==> config.mk <==
export PLATFORM = sky130hd
export DESIGN_NAME = uart_tx_arbiter
export DESIGN_NICKNAME = d
export VERILOG_FILES = /design/src/rtl/uart_tx_arbiter.sv
export SDC_FILE = /design/constraint.sdc
export NUM_CORES = 1
export LEC_CHECK = 0
export CAP_MARGIN = 10
export CORE_ASPECT_RATIO = 0.5
export CORE_MARGIN = 2
export CORE_UTILIZATION = 46
export DETAILED_ROUTE_END_ITERATION = 10
export HOLD_SLACK_MARGIN = 0.02
export PLACE_DENSITY = 0.79
export SYNTH_ARGS = -nofsm -noshare
export SYNTH_HDL_FRONTEND = slang
export SYNTH_SLANG_ARGS = --single-unit
==> constraint.sdc <==
create_clock -name clk -period 2.5 [get_ports clk]
set_clock_uncertainty 0.1 [all_clocks]
set_input_delay 0.5 -clock clk [delete_from_list [all_inputs] [get_ports clk]]
set_output_delay 0.5 -clock clk [all_outputs]
set_load 0.02 [all_outputs]
==> src/rtl/uart_tx_arbiter.sv <==
// uart_tx_arbiter: shares one UTXD1B serial transmitter among N_REQ byte sources in
// round-robin order. UTXD1B reports neither busy nor done, so this block times each frame
// (plus an idle gap) on its own before it grants the next source.
//
// Ports
//   clk       system clock
//   rst       synchronous reset, active-high
//   req       level request per source, bit i = source i
//   dat_in    byte of source i on dat_in[8*i+7:8*i]
//   ack       one-cycle pulse: byte of source i accepted
//   tx_dat    byte to UTXD1B, stable from ack until frame end
//   tx_st     one-cycle start pulse to UTXD1B
//   busy      high while a frame or the post-reset guard is in progress
//   grant_id  index of the source currently or last served
module uart_tx_arbiter #(
  parameter int unsigned N_REQ      = 4,
  parameter int unsigned BIT_CYC    = 434,
  parameter int unsigned FRAME_BITS = 10,
  parameter int unsigned GAP_BITS   = 1
) (
  input  logic                       clk,
  input  logic                       rst,
  input  logic [N_REQ-1:0]           req,
  input  logic [8*N_REQ-1:0]         dat_in,
  output logic [N_REQ-1:0]           ack,
  output logic [7:0]                 tx_dat,
  output logic                       tx_st,
  output logic                       busy,
  output logic [$clog2(N_REQ)-1:0]   grant_id
);

  localparam int unsigned FRAME_CYC = BIT_CYC * (FRAME_BITS + GAP_BITS);
  localparam int unsigned GW        = $clog2(N_REQ);
  localparam int unsigned CW        = $clog2(FRAME_CYC);
  localparam logic [CW-1:0] CntMax  = CW'(FRAME_CYC - 1);

  typedef enum logic [1:0] {StGuard, StIdle, StStart, StWait} state_e;

  state_e            state_q;
  logic [CW-1:0]     cnt_q;
  logic [GW-1:0]     ptr_q;
  logic [GW-1:0]     grant_q;
  logic [N_REQ-1:0]  ack_q;
  logic [7:0]        tx_dat_q;
  logic              tx_st_q;
  logic              busy_q;

  // Per-source byte view of the flat data bus.
  logic [7:0] dat_arr [N_REQ];
  for (genvar g = 0; g < N_REQ; g++) begin : g_dat
    assign dat_arr[g] = dat_in[8*g +: 8];
  end

  // Winner: first requesting source at or after ptr, searching cyclically.
  logic [GW-1:0] win;
  logic          win_vld;
  logic [GW-1:0] cand;
  always_comb begin
    win     = '0;
    win_vld = 1'b0;
    cand    = '0;
    for (int unsigned i = 0; i < N_REQ; i++) begin
      cand = GW'((32'(ptr_q) + i) % N_REQ);
      if (!win_vld && req[cand]) begin
        win     = cand;
        win_vld = 1'b1;
      end
    end
  end

  logic [GW-1:0] ptr_next;
  assign ptr_next = (grant_q == GW'(N_REQ - 1)) ? '0 : grant_q + 1'b1;

  always_ff @(posedge clk) begin
    if (rst) begin
      // UTXD1B has no reset and may still be shifting out a frame: wait one full frame.
      state_q  <= StGuard;
      cnt_q    <= CntMax;
      ptr_q    <= '0;
      grant_q  <= '0;
      ack_q    <= '0;
      tx_dat_q <= '0;
      tx_st_q  <= 1'b0;
      busy_q   <= 1'b1;
    end else begin
      ack_q   <= '0;
      tx_st_q <= 1'b0;
      unique case (state_q)
        StGuard: begin
          if (cnt_q == '0) begin
            state_q <= StIdle;
            busy_q  <= 1'b0;
          end else begin
            cnt_q <= cnt_q - 1'b1;
          end
        end
        StIdle: begin
          if (win_vld) begin
            tx_dat_q   <= dat_arr[win];
            grant_q    <= win;
            ack_q[win] <= 1'b1;
            busy_q     <= 1'b1;
            state_q    <= StStart;
          end else begin
            busy_q <= 1'b0;
          end
        end
        StStart: begin
          tx_st_q <= 1'b1;
          cnt_q   <= CntMax;
          state_q <= StWait;
        end
        StWait: begin
          if (cnt_q == '0) begin
            state_q <= StIdle;
            busy_q  <= 1'b0;
            ptr_q   <= ptr_next;
          end else begin
            cnt_q <= cnt_q - 1'b1;
          end
        end
        default: state_q <= StGuard;
      endcase
    end
  end

  assign ack      = ack_q;
  assign tx_dat   = tx_dat_q;
  assign tx_st    = tx_st_q;
  assign busy     = busy_q;
  assign grant_id = grant_q;

endmodule

==> results.md <==
* Outcome: complete, no violations
* Hold Path Cell Cnt at 2
* Mean number of vias per cell at 5.45
* Clk buf depth at 2
* Top FF cell, synth: dfxtp_1
* Fin crit period at 2.14 ns
* Crit-path max FO at 10
* Mapped Area at 0.00173 mm^2
* Post-synthesis async set-or-reset flop share at 0%
* Drt initial violations at 39
* Max-slew headroom at 73.1%
* Number of synthesized flops with an enable pin at 0
* WL per Instance at 14.5 um
* CTS clk-pin slew, worst paths at 0.07 ns
* Synth warn at 0
* Syn Area/Cell at ~9 um^2
* Sw Ratio at a little over a third
* Vias in the first global route at 1591
* Antenna Cells at 0
* Net Switching at 715 uW
* Count leader, synth: dfxtp_1
* Ports at 54
* # rows at 15
* Clock Power Share at between 20% and 30%
* Worst Path Required at 2.55 ns
* Clock sink total at 33
* Final setup vio count at 0
* WHS at 0.373 ns
* Post CTS Setup Buffer Count at 0
* CTS Root Cell: clkbuf_8
* Initial core utilization at 49.2%
* Chip width at about 91 um
* Clk_lat worst skew at 0.28 ns
* CTS buffer count at 5
* Power per cell area at a little over 800 mW/mm^2
* Final ANT Viol Nets at 0
* Initial antenna violation count at 0
* Setup_tns at 0 ns
* CP Capture Type: flip-flop
* Area Overhead vs Synth at 42.7%
* Post-Syn Instances at 192
* RSZ-0062 raised after global routing: no
* Worst Path Arrival at 2.20 ns
* Via count at 1652
* CTS Hold Bufs at 0
* Hold Violations, Final at 0
* Seq cells post-synth at 33
* Die height at 47.3 um
* All-Layer GR Usage at 21.8%
* Final Cycle Share at 85.7%
* PostCTS Resize Cnt at 0
* Final Slew Violations at 0
* Port bufs at 53
* Layout cells sized above 1 at 9.92%
* Mapped Nets at 237
* Cell internal pwr at about 1300 uW
* Cell taking the most area after synthesis: dfxtp_1
* Kind of critical path: in -> reg
* Initial DRT Pass Iterations at 4
* LEAKAGE at 0.000916 uW
* Startpoint Class: primary input
* Die area at between 0.004 and 0.005 mm^2
* Yosys cell types at 38
* Achievable Freq at 467 MHz
* Core footprint at roughly 0.0035 mm^2
* Gr ovfl total at 0
* Routed WL at 4.39 mm
* Sequential-to-total area share from yosys stat at between 30% and 40%
* Remaining DRCs at 0
* Largest net degree at the start of global routing at 21
* Hold Crit Class: reg -> reg
* Seq pwr share at 34.0%
* H-tree level count at 2
* Top post-synthesis cells by area: dfxtp_1, mux2i_1, ha_1
* Final HPWL DP at 3.35 mm
* Max-cap violations at 0
* Combinational Power Share at 40.3%
* Maximum VDD drop at 0.552 mV
* Gpl congestion at 0.825
* Nets at 296
* First-pass GRT wire length at a little over 7 mm
* Yosys top cell area share at about two fifths
* Synth top cells by count: dfxtp_1, nand2_1, nor2_1
* CTS tree: yes
* Cells on worst reg2reg path at 7
* Worst-Margin Slew at 0.397 ns
-- final cells by class --
cell class	instances	area, um^2
Clock buffer	7	86.3
Tap cell	51	63.8
Fill cell	285	1050
Clock inverter	1	30.0
Multi-Input combinational cell	145	1010
Sequential cell	33	661
Timing Repair Buffer	58	581
Inverter	8	30.0
-- cells in the final DEF, fill, tap and decap left out, drive strengths merged, types with 2 or more instances in the layout --
cell	n
nor4	6
xnor2	6
clkdlybuf4s50	53
a31oi	4
nand3	5
inv	8
nand2	22
buf	5
nor3	4
a21oi	9
nor2b	3
ha	7
or3	5
mux2i	18
o31ai	2
o221ai	8
o21ai	4
nand2b	5
a211oi	4
nor2	20
dfxtp	33
or4	4
clkbuf	7
-- stage by stage --
| stage | cells | utilization [%] | total power (uW) | worst slack, ns | cell area (um^2) |
|---|---|---|---|---|---|
| 3_5_place_dp | 295 | 66.9 | 1510 | 0.0695 | 2350 |
| 3_3_place_gp | 295 | 66.9 | 1470 | 0.163 | 2350 |
| 6_report | 303 | 70.2 | 2020 | 0.358 | 2460 |
| 2_1_floorplan | 192 | - | 1220 | 0.569 | 1730 |
| 4_1_cts | 303 | 70.2 | 2020 | 0.354 | 2460 |
| 5_1_grt | 303 | 70.2 | 2150 | 0.215 | 2460 |
-- logic make-up (layout without fill, tap and decap cells) --
group / count (synthesis) / in the layout / synth area share (%)
buffers and inverters: 14 / 74 / 3.12
xor gates and xnor gates: 6 / 6 / 3.04
DFF: 33 / 33 / 38.3
AOI/OAI and AO/OA: 37 / 37 / 15.7
adders and majority gates: 7 / 7 / 5.07
and+or+nand+nor: 77 / 77 / 24.3
muxes: 18 / 18 / 10.4
-- power groups by stage --
stage               Clock (uW)  Combinational (uW)  Sequential (uW)
global placement             0                 784              690
detailed placement           0                 810              697
floorplan                    0                 478              739
CTS                        523                 816              684
finish                     517                 813              686
global route               549                 903              697
-- critical path, cell delays in order --
cell	delay (ns)
clkdlybuf4s50_1	0.48
nor4_1	0.41
nand2b_1	0.24
nor2_1	0.08
nand2b_1	0.30
o221ai_1	0.18
-- state kept, by name, summed over array words and instances, names as in the netlist --
register	cells
ack	4
state_q	2
grant_id	2
tx_dat	8
busy	1
tx_st	1
cnt_q	13
ptr_q	2
-- worst paths after layout --
check                                              from                     end  slack, ns
worst max-delay path                             req[1]  tx_dat[6]$_SDFFE_PP0P_       0.36
worst min-delay path             tx_dat[5]$_SDFFE_PP0P_  tx_dat[5]$_SDFFE_PP0P_       0.37
worst max register to register  state_q[0]$_SDFFE_PP0P_   cnt_q[5]$_SDFFE_PP1P_       0.40
worst min register to register   tx_dat[5]$_SDFFE_PP0P_  tx_dat[5]$_SDFFE_PP0P_       0.37
-- layer usage --
metal	GRT usage [%]	wire [um]	vias up	part of all wire, %
met1	25.2	1930	773	44
li1	-	-	820	-
met4	10.2	85	0	1.9
met5	0	0	-	0
met3	7.70	302	10	6.9
met2	38.4	2070	49	47
No activity file was read; power rests on OpenSTA's default activity.
